<file path="src/rtl/front_pkg.sv">
// Shared front-end types and constants for the fetch sequencer.
package front_pkg;

    localparam int unsigned FETCH_WIDTH = 2;
    localparam logic [31:0] RESET_PC    = 32'h1c00_0000;
    localparam logic [6:0]  ECODE_ADEF  = 7'h08;

    typedef enum logic [1:0] {
        IDLE,
        REQ,
        HOLD,
        WAIT
    } fetch_state_t;

    typedef logic [FETCH_WIDTH-1:0] slot_en_t;

    localparam slot_en_t SLOT0_ONLY = slot_en_t'(1);

    function automatic logic pc_misaligned(input logic [31:0] pc);
        return pc[1:0] != 2'b00;
    endfunction

    // Slot enables that follow from the address alone: slot1 would cross the
    // 8-byte fetch group, or the PC is misaligned and only carries the ADEF.
    function automatic slot_en_t pc_slot_base(input logic [31:0] pc);
        if (pc_misaligned(pc) || pc[2]) begin
            return SLOT0_ONLY;
        end
        return '1;
    endfunction

endpackage

</file>
<file path="src/rtl/fetch_npc_sel.sv">
// Next-PC priority mux (flush > mispredict > predicted-taken > sequential)
// and final slot-enable generation for the current fetch PC.
module fetch_npc_sel
    import front_pkg::*;
(
    input  logic [31:0]            fetch_pc,
    input  logic [FETCH_WIDTH-1:0] slot_base,
    input  logic                   iuncache,
    input  logic [FETCH_WIDTH-1:0] pred_taken,
    input  logic [31:0]            pred_addr,
    input  logic                   flush,
    input  logic [31:0]            flush_pc,
    input  logic                   mispredict,
    input  logic [31:0]            mispredict_pc,
    output logic [FETCH_WIDTH-1:0] inst_en,
    output logic                   redirect,
    output logic [31:0]            redirect_pc,
    output logic [31:0]            accept_pc
);

    logic        pred_hit;
    logic [31:0] seq_pc;

    always_comb begin
        inst_en = slot_base;
        if (iuncache || pred_taken[0]) begin
            inst_en = slot_base & SLOT0_ONLY;
        end
    end

    // A prediction only redirects when it lands in a slot actually being fetched.
    assign pred_hit    = |(pred_taken & inst_en);
    assign seq_pc      = fetch_pc + ((inst_en == '1) ? 32'd8 : 32'd4);
    assign redirect    = flush | mispredict;
    assign redirect_pc = flush ? flush_pc : mispredict_pc;

    always_comb begin
        accept_pc = seq_pc;
        if (redirect) begin
            accept_pc = redirect_pc;
        end else if (pred_hit) begin
            accept_pc = pred_addr;
        end
    end

endmodule

</file>
<file path="src/rtl/fetch_ctrl.sv">
// Front-end fetch sequencer: issues one icache request at a time, follows
// redirects in any state and drops responses that belong to a squashed PC.
module fetch_ctrl #(
    parameter logic [31:0] RESET_PC   = front_pkg::RESET_PC,
    parameter logic [6:0]  ECODE_ADEF = front_pkg::ECODE_ADEF
) (
    input  logic                              cpu_clk,
    input  logic                              cpu_rst,
    input  logic                              flush,
    input  logic [31:0]                       flush_pc,
    input  logic                              mispredict,
    input  logic [31:0]                       mispredict_pc,
    input  logic [front_pkg::FETCH_WIDTH-1:0] pred_taken,
    input  logic [31:0]                       pred_addr,
    input  logic                              iuncache,
    input  logic                              buffer_full,
    input  logic                              icache_ready,
    input  logic                              icache_rvalid,
    output logic                              fetch_req,
    output logic [31:0]                       fetch_pc,
    output logic [front_pkg::FETCH_WIDTH-1:0] inst_en,
    output logic                              is_exception,
    output logic [6:0]                        exception_cause,
    output logic                              resp_valid,
    output logic                              if_valid
);

    import front_pkg::*;

    fetch_state_t         state;
    logic [31:0]          next_pc_q;
    logic                 stale;
    logic [FETCH_WIDTH-1:0] slot_base;
    logic                 redirect;
    logic [31:0]          redirect_pc;
    logic [31:0]          accept_pc;
    logic [31:0]          pc_d;

    fetch_npc_sel u_npc_sel (
        .fetch_pc      (fetch_pc),
        .slot_base     (slot_base),
        .iuncache      (iuncache),
        .pred_taken    (pred_taken),
        .pred_addr     (pred_addr),
        .flush         (flush),
        .flush_pc      (flush_pc),
        .mispredict    (mispredict),
        .mispredict_pc (mispredict_pc),
        .inst_en       (inst_en),
        .redirect      (redirect),
        .redirect_pc   (redirect_pc),
        .accept_pc     (accept_pc)
    );

    // A redirecting cycle never hands the old PC to the icache.
    assign fetch_req  = (state == REQ) && !buffer_full && !redirect;
    assign if_valid   = fetch_req && icache_ready;
    assign resp_valid = (state == WAIT) && icache_rvalid && !stale && !redirect;

    // fetch_pc holds the in-flight PC during WAIT; the successor waits in
    // next_pc_q so the address-derived attributes can be registered with it.
    always_comb begin
        pc_d = fetch_pc;
        if (redirect) begin
            pc_d = redirect_pc;
        end else if ((state == WAIT) && icache_rvalid) begin
            pc_d = next_pc_q;
        end
    end

    always_ff @(posedge cpu_clk or posedge cpu_rst) begin
        if (cpu_rst) begin
            state           <= IDLE;
            fetch_pc        <= RESET_PC;
            next_pc_q       <= RESET_PC;
            stale           <= 1'b0;
            slot_base       <= '0;
            is_exception    <= 1'b0;
            exception_cause <= '0;
        end else begin
            fetch_pc        <= pc_d;
            slot_base       <= pc_slot_base(pc_d);
            is_exception    <= pc_misaligned(pc_d);
            exception_cause <= pc_misaligned(pc_d) ? ECODE_ADEF : '0;

            case (state)
                IDLE: begin
                    state <= REQ;
                end
                REQ: begin
                    if (redirect) begin
                        state <= REQ;
                    end else if (buffer_full) begin
                        state <= HOLD;
                    end else if (if_valid) begin
                        next_pc_q <= accept_pc;
                        state     <= WAIT;
                    end
                end
                HOLD: begin
                    if (redirect || !buffer_full) begin
                        state <= REQ;
                    end
                end
                WAIT: begin
                    if (redirect) begin
                        next_pc_q <= redirect_pc;
                        stale     <= !icache_rvalid;
                        state     <= icache_rvalid ? REQ : WAIT;
                    end else if (icache_rvalid) begin
                        stale <= 1'b0;
                        state <= REQ;
                    end
                end
                default: begin
                    state <= IDLE;
                end
            endcase
        end
    end

endmodule
</file>
<file path="config.mk">
export PLATFORM = sky130hd
export DESIGN_NAME = fetch_ctrl
export DESIGN_NICKNAME = d
export VERILOG_FILES = /design/src/rtl/front_pkg.sv /design/src/rtl/fetch_npc_sel.sv /design/src/rtl/fetch_ctrl.sv
export SDC_FILE = /design/constraint.sdc
export NUM_CORES = 1
export LEC_CHECK = 0
export BUFFER_PORTS_ARGS = -buffer_cell sky130_fd_sc_hd__buf_2
export CAP_MARGIN = 40
export CELL_PAD_IN_SITES_DETAIL_PLACEMENT = 1
export CELL_PAD_IN_SITES_GLOBAL_PLACEMENT = 2
export CORE_ASPECT_RATIO = 1.25
export CORE_UTILIZATION = 33
export CTS_BUF_LIST = sky130_fd_sc_hd__clkbuf_8
export CTS_CLUSTER_DIAMETER = 120
export DETAILED_ROUTE_END_ITERATION = 16
export PLACE_DENSITY = 0.95
export REMOVE_ABC_BUFFERS = 1
export SYNTH_ARGS = -nofsm -noshare
export SYNTH_HDL_FRONTEND = slang
export SYNTH_SLANG_ARGS = --single-unit
</file>
<file path="constraint.sdc">
create_clock -name cpu_clk -period 6.8 [get_ports cpu_clk]
set_clock_uncertainty 0.1 [all_clocks]
set_input_delay 0.34 -clock cpu_clk [delete_from_list [all_inputs] [get_ports cpu_clk]]
set_output_delay 0.34 -clock cpu_clk [all_outputs]
set_load 0.02 [all_outputs]
</file>
### Word-level counts from Yosys, hierarchy flattened

Index checks and enable logic that the tools add are counted.

| cells by class | value |
|---|---|
| $add $sub $neg | 1 |
| reduce and logical (&&, ||, !) cells | 22 |
| bitwise logic cells | 2 |
| mux-type cells | 25 |
| eq/ne operators | 11 |

Operators by type and width:

| kind | count |
|---|---|
| $mux 32 | 8 |
| $pmux 32 s2 | 1 |
| $add 32x32->32 | 1 |
| $mux 2 | 10 |
| $ne 2x2->1 const B | 5 |
| $mux 4 | 2 |
| $pmux 2 s4 | 1 |
| $reduce_bool 2->1 | 4 |
| $eq 2x2->1 const B | 3 |
| $logic_and 1x1->1 | 6 |
| $reduce_and 5->1 | 1 |
| $logic_not 1->1 | 4 |
| $ne 4x4->1 const B | 1 |
| $logic_or 1x1->1 | 3 |
| $mux 1 | 3 |
| $ne 3x3->1 const B | 1 |
| $reduce_and 3->1 | 1 |
| $and 2x2->2 | 1 |
| $eq 2x1->1 const B | 1 |
| $logic_not 2->1 | 1 |
| $reduce_and 2->1 | 1 |
| $reduce_or 2->1 | 1 |
| $or 1x1->1 | 1 |

| word-level totals | value |
|---|---|
| logic and storage cells | 69 |
| output and inout bits | 45 |
| register bits after elaboration | 74 |
| bits of input ports | 106 |

### Depth between registers and ports, before layout

| depth | value |
|---|---|
| word-level depth | 10 |
| gate-level depth with buffers | 10 |
| gate-level depth less buffers | 10 |

### Cells and area by module

Synthesis repeated with hierarchy kept, for this count alone.

| unflattened totals | value |
|---|---|
| cell total of the unflattened synthesis | 574 |
| area total of the unflattened synthesis | 5121.2 µm² |

By module, submodules not included:

| module | cells an instance | area an instance (µm²) | seq. area each (µm²) | instances |
|---|---|---|---|---|
| fetch_ctrl | 319 | 3374.5 | 1759.2 | 1 |
| fetch_npc_sel | 255 | 1746.7 | 0.0 | 1 |

### Worst setup path after synthesis

No wires, ideal clock.

| path | value |
|---|---|
| kind | input port to flip-flop |
| start point | input iuncache |
| end point | register next_pc_q[16] |
| path buffers | 0 |
| setup time | 0.082 ns |
| data required time | 6.618 ns |
| path slack | 3.959 ns |
| arrival time | 2.658 ns |
| stages | 8 |
| cell sequence | nor3b_1 nand2_1 fa_1 nand4b_1 nor4_1 a211o_1 o211ai_1 o22ai_1 |

| on the way | value |
|---|---|
| cells in the longest elaborated chain, start to end | 10 |
| elaborated cells on any way between the ends | 12 |
| those cells by class | 1 x add/sub; 1 x eq/ne; 7 x mux; 1 x bitwise; 2 x reduce/logical |

Ends and longest elaborated chain:

| what | RTL line | RTL |
|---|---|---|
| start, declared | fetch_ctrl.sv:15 | `input logic iuncache,` |
| $logic_or 1x1->1 * | fetch_npc_sel.sv:26 | `if (iuncache \|\| pred_taken[0]) begin` |
| $mux 2 * | fetch_npc_sel.sv:26 |  |
| $eq 2x2->1 | fetch_npc_sel.sv:33 | `assign seq_pc = fetch_pc + ((inst_en == '1) ? 32'd8 : 32'd4);` |
| $mux 4 | fetch_npc_sel.sv:33 |  |
| $add 32x32->32 | fetch_npc_sel.sv:33 |  |
| $mux 32 * | fetch_npc_sel.sv:41 | `end else if (pred_hit) begin` |
| $mux 32 * | fetch_ctrl.sv:95 | `end else if (if_valid) begin` |
| $mux 32 * | fetch_ctrl.sv:93 | `end else if (buffer_full) begin` |
| $mux 32 * | fetch_ctrl.sv:91 | `if (redirect) begin` |
| $pmux 32 s2 * | fetch_ctrl.sv:86 | `case (state)` |
| end signal, assigned | fetch_ctrl.sv:96 | `next_pc_q <= accept_pc;` |
| end signal, assigned | fetch_ctrl.sv:107 | `next_pc_q <= redirect_pc;` |
| end, declared | fetch_ctrl.sv:31 | `logic [31:0] next_pc_q;` |

Mark *: on every way between the ends. The rest lies on a longest branch, timed or not. The select of a mux whose other input is x is not followed.
A chain may end at the register's enable or synchronous reset.

### Worst setup path after layout

| path | value |
|---|---|
| start point | register slot_base[1] |
| end point | register next_pc_q[20] |

| on the way | value |
|---|---|
| cells in the longest elaborated chain, start to end | 9 |
| elaborated cells on any way between the ends | 11 |
| those cells by class | 1 x add/sub; 1 x eq/ne; 7 x mux; 1 x bitwise; 1 x reduce/logical |

Ends and longest elaborated chain:

| what | RTL line | RTL |
|---|---|---|
| start, declared | fetch_ctrl.sv:33 | `logic [FETCH_WIDTH-1:0] slot_base;` |
| start signal, assigned | fetch_ctrl.sv:82 | `slot_base <= pc_slot_base(pc_d);` |
| $mux 2 * | fetch_npc_sel.sv:26 |  |
| $eq 2x2->1 | fetch_npc_sel.sv:33 |  |
| $mux 4 | fetch_npc_sel.sv:33 |  |
| $add 32x32->32 | fetch_npc_sel.sv:33 |  |
| $mux 32 * | fetch_npc_sel.sv:41 |  |
| $mux 32 * | fetch_ctrl.sv:95 |  |
| $mux 32 * | fetch_ctrl.sv:93 |  |
| $mux 32 * | fetch_ctrl.sv:91 |  |
| $pmux 32 s2 * | fetch_ctrl.sv:86 |  |

Marked as above.

==> flow_summary.yaml <==
cells_and_area:
  diodes: 0
  layout_commonest_cell: "buf_2"
  final_nets: 781
  fillers: 1691
  layout_common_cells: "144 x buf_2, 84 x nand2_1, 64 x dfrtp_1"
  syn_to_final_growth_pct: 23.88
  finish.utilization_pct: 41.92
  final_design_area_no_fill_sq_um: 5791
  drive_above_1_share_pct: 31.02
die:
  ioPinCount: 151
  die_h_um: 135.1
  num_rows: 48
  dieArea_sq_um: 14650
  core_area_sq_um: 13810
  start_util_pct: 33.84
  die_x_um: 108.5
cts:
  cts_tree: "yes"
  root_buffer: "clkbuf_8"
  cts_made_buffers: 9
  h-tree-depth: 3
  clock_path_buffers: 2
  clk_latency_ns: 0.37
  cts_resized: 0
  clkTransAtPathRegs_ns: 0.08
  clock_sinks: 70
placed_design:
  gp_congestion: 0.7958
  placed_area_sq_um: 5558
  hpwl_um: 11520
  place_ws_ns: 3.758
  io_buffer_count: 144
detailed_routing:
  antenna_left: 0
  routed_via_density: 5.588
  drt_iter0_drc: 210
  dr.pass1.iters: 4
  num_vias: 4761
  drcViolationCount: 0
  routed_wl_um: 16580
  wl_per_cell_um: 19.46
logic_synthesis:
  synth-simple-area-share_pct: 20.74
  syn_area_per_cell_sq_um: 8.546
  synth_cell_types: 62
  synthCells: 547
  synth_top_area_share_pct: 34.26
  yosysWarningCount: 0
  ys_seq_elements: 70
  yosys.area_share.adder_pct: 0.9636
  yosysSeqAreaShare_pct: 37.63
  yosysTopAreaCell: "dfrtp_1"
  synthXorXnorAreaFrac_pct: 4.684
  synth_top_family_by_area: "simple AND/OR/NAND/NOR gates"
  ys.flop_type: "dfrtp_1"
  synth_edf_count: 0
  syn_area_sq_um: 4674
  synth-compound-area-share_pct: 18.17
  synthTopCellsByArea: "dfrtp_1 34%, mux2i_1 6.9%, nand2_1 6.7%"
  async_flop_share_pct: 100.0
  synthMuxAreaShare_pct: 12.15
sta:
  fin_crit_ns: 3.087
  finalCritPeriodShare_pct: 45.39
  fmax_ghz: 0.3240
  hold_viol: 0
  setup_tns_ns: 0
  fin_ws_ns: 3.713
  rsz0062_at_grt: "no"
  setup_violations: 0
  worst_slew_pin_slew_ns: 0.8189
  relSlewSlack_pct: 45.11
  finalMaxSlewViolations: 0
worst_setup_path:
  worst-path-buf-inv: 1
  cp.depth: 10
  crit_chain: "nor3b_1 > nand2_1 > ha_1 > inv_1 > fa_1 > nand4b_1 > nor2_2 > nand3_1 > mux2i_1 > o211ai_1"
  cp-end-kind: "flip-flop"
  crit_path_start_kind: "flip-flop"
  crit_arrival_ns: 3.22
  rr_endpoint: "next_pc_q[20]"
  ff2ff_setup_slack_ns: 3.71
  crit_required_ns: 6.93
  cp_slowest_cell: "nor2_2"
  critPathMaxFanout: 7
  rr_worst_depth: 10
  slowest_delay_ns: 0.56
  reg2reg_from: "slot_base[1]"
  crit_type: "reg -> reg"
  crit_family: "simple AND/OR/NAND/NOR gates"
pwr:
  leakage_nw: 2.596
  power_mw: 1.417
  ir_drop_v: 0.0001156
  power.density_nw_per_um2: 244.7
global_route:
  grt_antenna_before_repair: 0
  grt_overflow: 0
  grt_max_degree: 55
  grtUsageTotal_pct: 23.50
  grt_pass1_vias: 5010
  grt_pass1_wl_um: 26100
hold_path:
  hold_path_end: "state[0]"
  hold_path.class: "in -> reg"
  whs_path_depth: 2
  holdCritStartpoint: "buffer_full"
flow_run:
  max_cap_viol_count: 0
status:
  outcome: "completed"
[through the flow]
stage / hold slack (ns) / instances
after global routing: 0.1026 / 852
after floorplan: 0.3185 / 506
after global placement: 0.3584 / 832
after detailed placement: 0.2829 / 835
final: 0.08879 / 852
after CTS: 0.07697 / 852
[cell type report]
cell class / count / area, sq um / share of cell area, %
Multi-Input combinational cell: 426 / 2686 / 46.39
Sequential cell: 70 / 1759 / 30.38
Timing Repair Buffer: 155 / 865.8 / 14.95
Tap cell: 175 / 219.0 / 3.781
Clock buffer: 10 / 137.6 / 2.377
Clock inverter: 6 / 85.08 / 1.469
Inverter: 10 / 37.54 / 0.6482
[layer usage]
metal  track usage (%)  vias to the layer above  wire length, um
li1                  -                     2190                -
met1             28.28                     2379             6836
met2             41.24                      161             8444
met3             2.654                       31              860
met4             11.19                        0              434
met5                 0                        -                0
[sequential cells by signal, indices dropped and copies added (netlist names)]
| signal | cells |
|---|---|
| exception_cause | 1 |
| fetch_pc | 32 |
| next_pc_q | 32 |
| slot_base | 2 |
| stale | 1 |
| state | 2 |
[cells in the mapped netlist (4+ instances only)]
library cell  instances
dfrtp_1              64
mux2i_1              32
o21ai_1              16
inv_1                10
clkbuf_1             17
o21ai_0              13
o22ai_1               4
buf_1                 8
xnor2_1               8
dfstp_2               6
nand2_1              84
and3_1                6
buf_4                 8
xor2_1               17
nor2b_1               4
a211oi_1             10
a31oi_1              21
buf_2                13
nand4_1              12
nor2_1               58
o21a_1                5
a21o_1                6
a21oi_1              26
nand3_1              11
mux2_2               17
a311oi_1              4
nor3_1                9
o221ai_1              6
[power by group]
group,switching (mW),total [mW],internal (mW)
combinational,0.246,0.421,0.175
clock,0.175,0.390,0.215
sequential,0.0859,0.607,0.521
[worst max-delay path by stage]
stage | startpoint | endpoint | slack [ns]
6_report | slot_base[1] | next_pc_q[20] | 3.71
5_1_grt | slot_base[1] | next_pc_q[20] | 3.49
4_1_cts | slot_base[1] | next_pc_q[20] | 3.74
3_5_place_dp | pred_taken[0] | next_pc_q[20] | 3.76
3_3_place_gp | state[0] | resp_valid | 3.52
2_1_floorplan | mispredict | next_pc_q[20] | 3.68
[kinds of logic (layout without fill, tap and decap cells)]
kind of cell               Yosys count  after routing
and+or+nand+nor                    207            207
AOI/OAI and AO/OA                  131            131
DFF                                 70             70
buffers and inverters               56            181
muxes                               53             53
xor gates and xnor gates            25             25
adders and majority gates            3              3
other                                2              7
[timing repair]
| action | 4_1_cts | 5_1_grt |
|---|---|---|
| setup buffers | 0 | 0 |
| hold endpoints to repair | 12 | 0 |
| hold buffers | 1 | 0 |
| endpoints found under the setup margin | 0 | 0 |
Power figures use the tool's default switching activity.
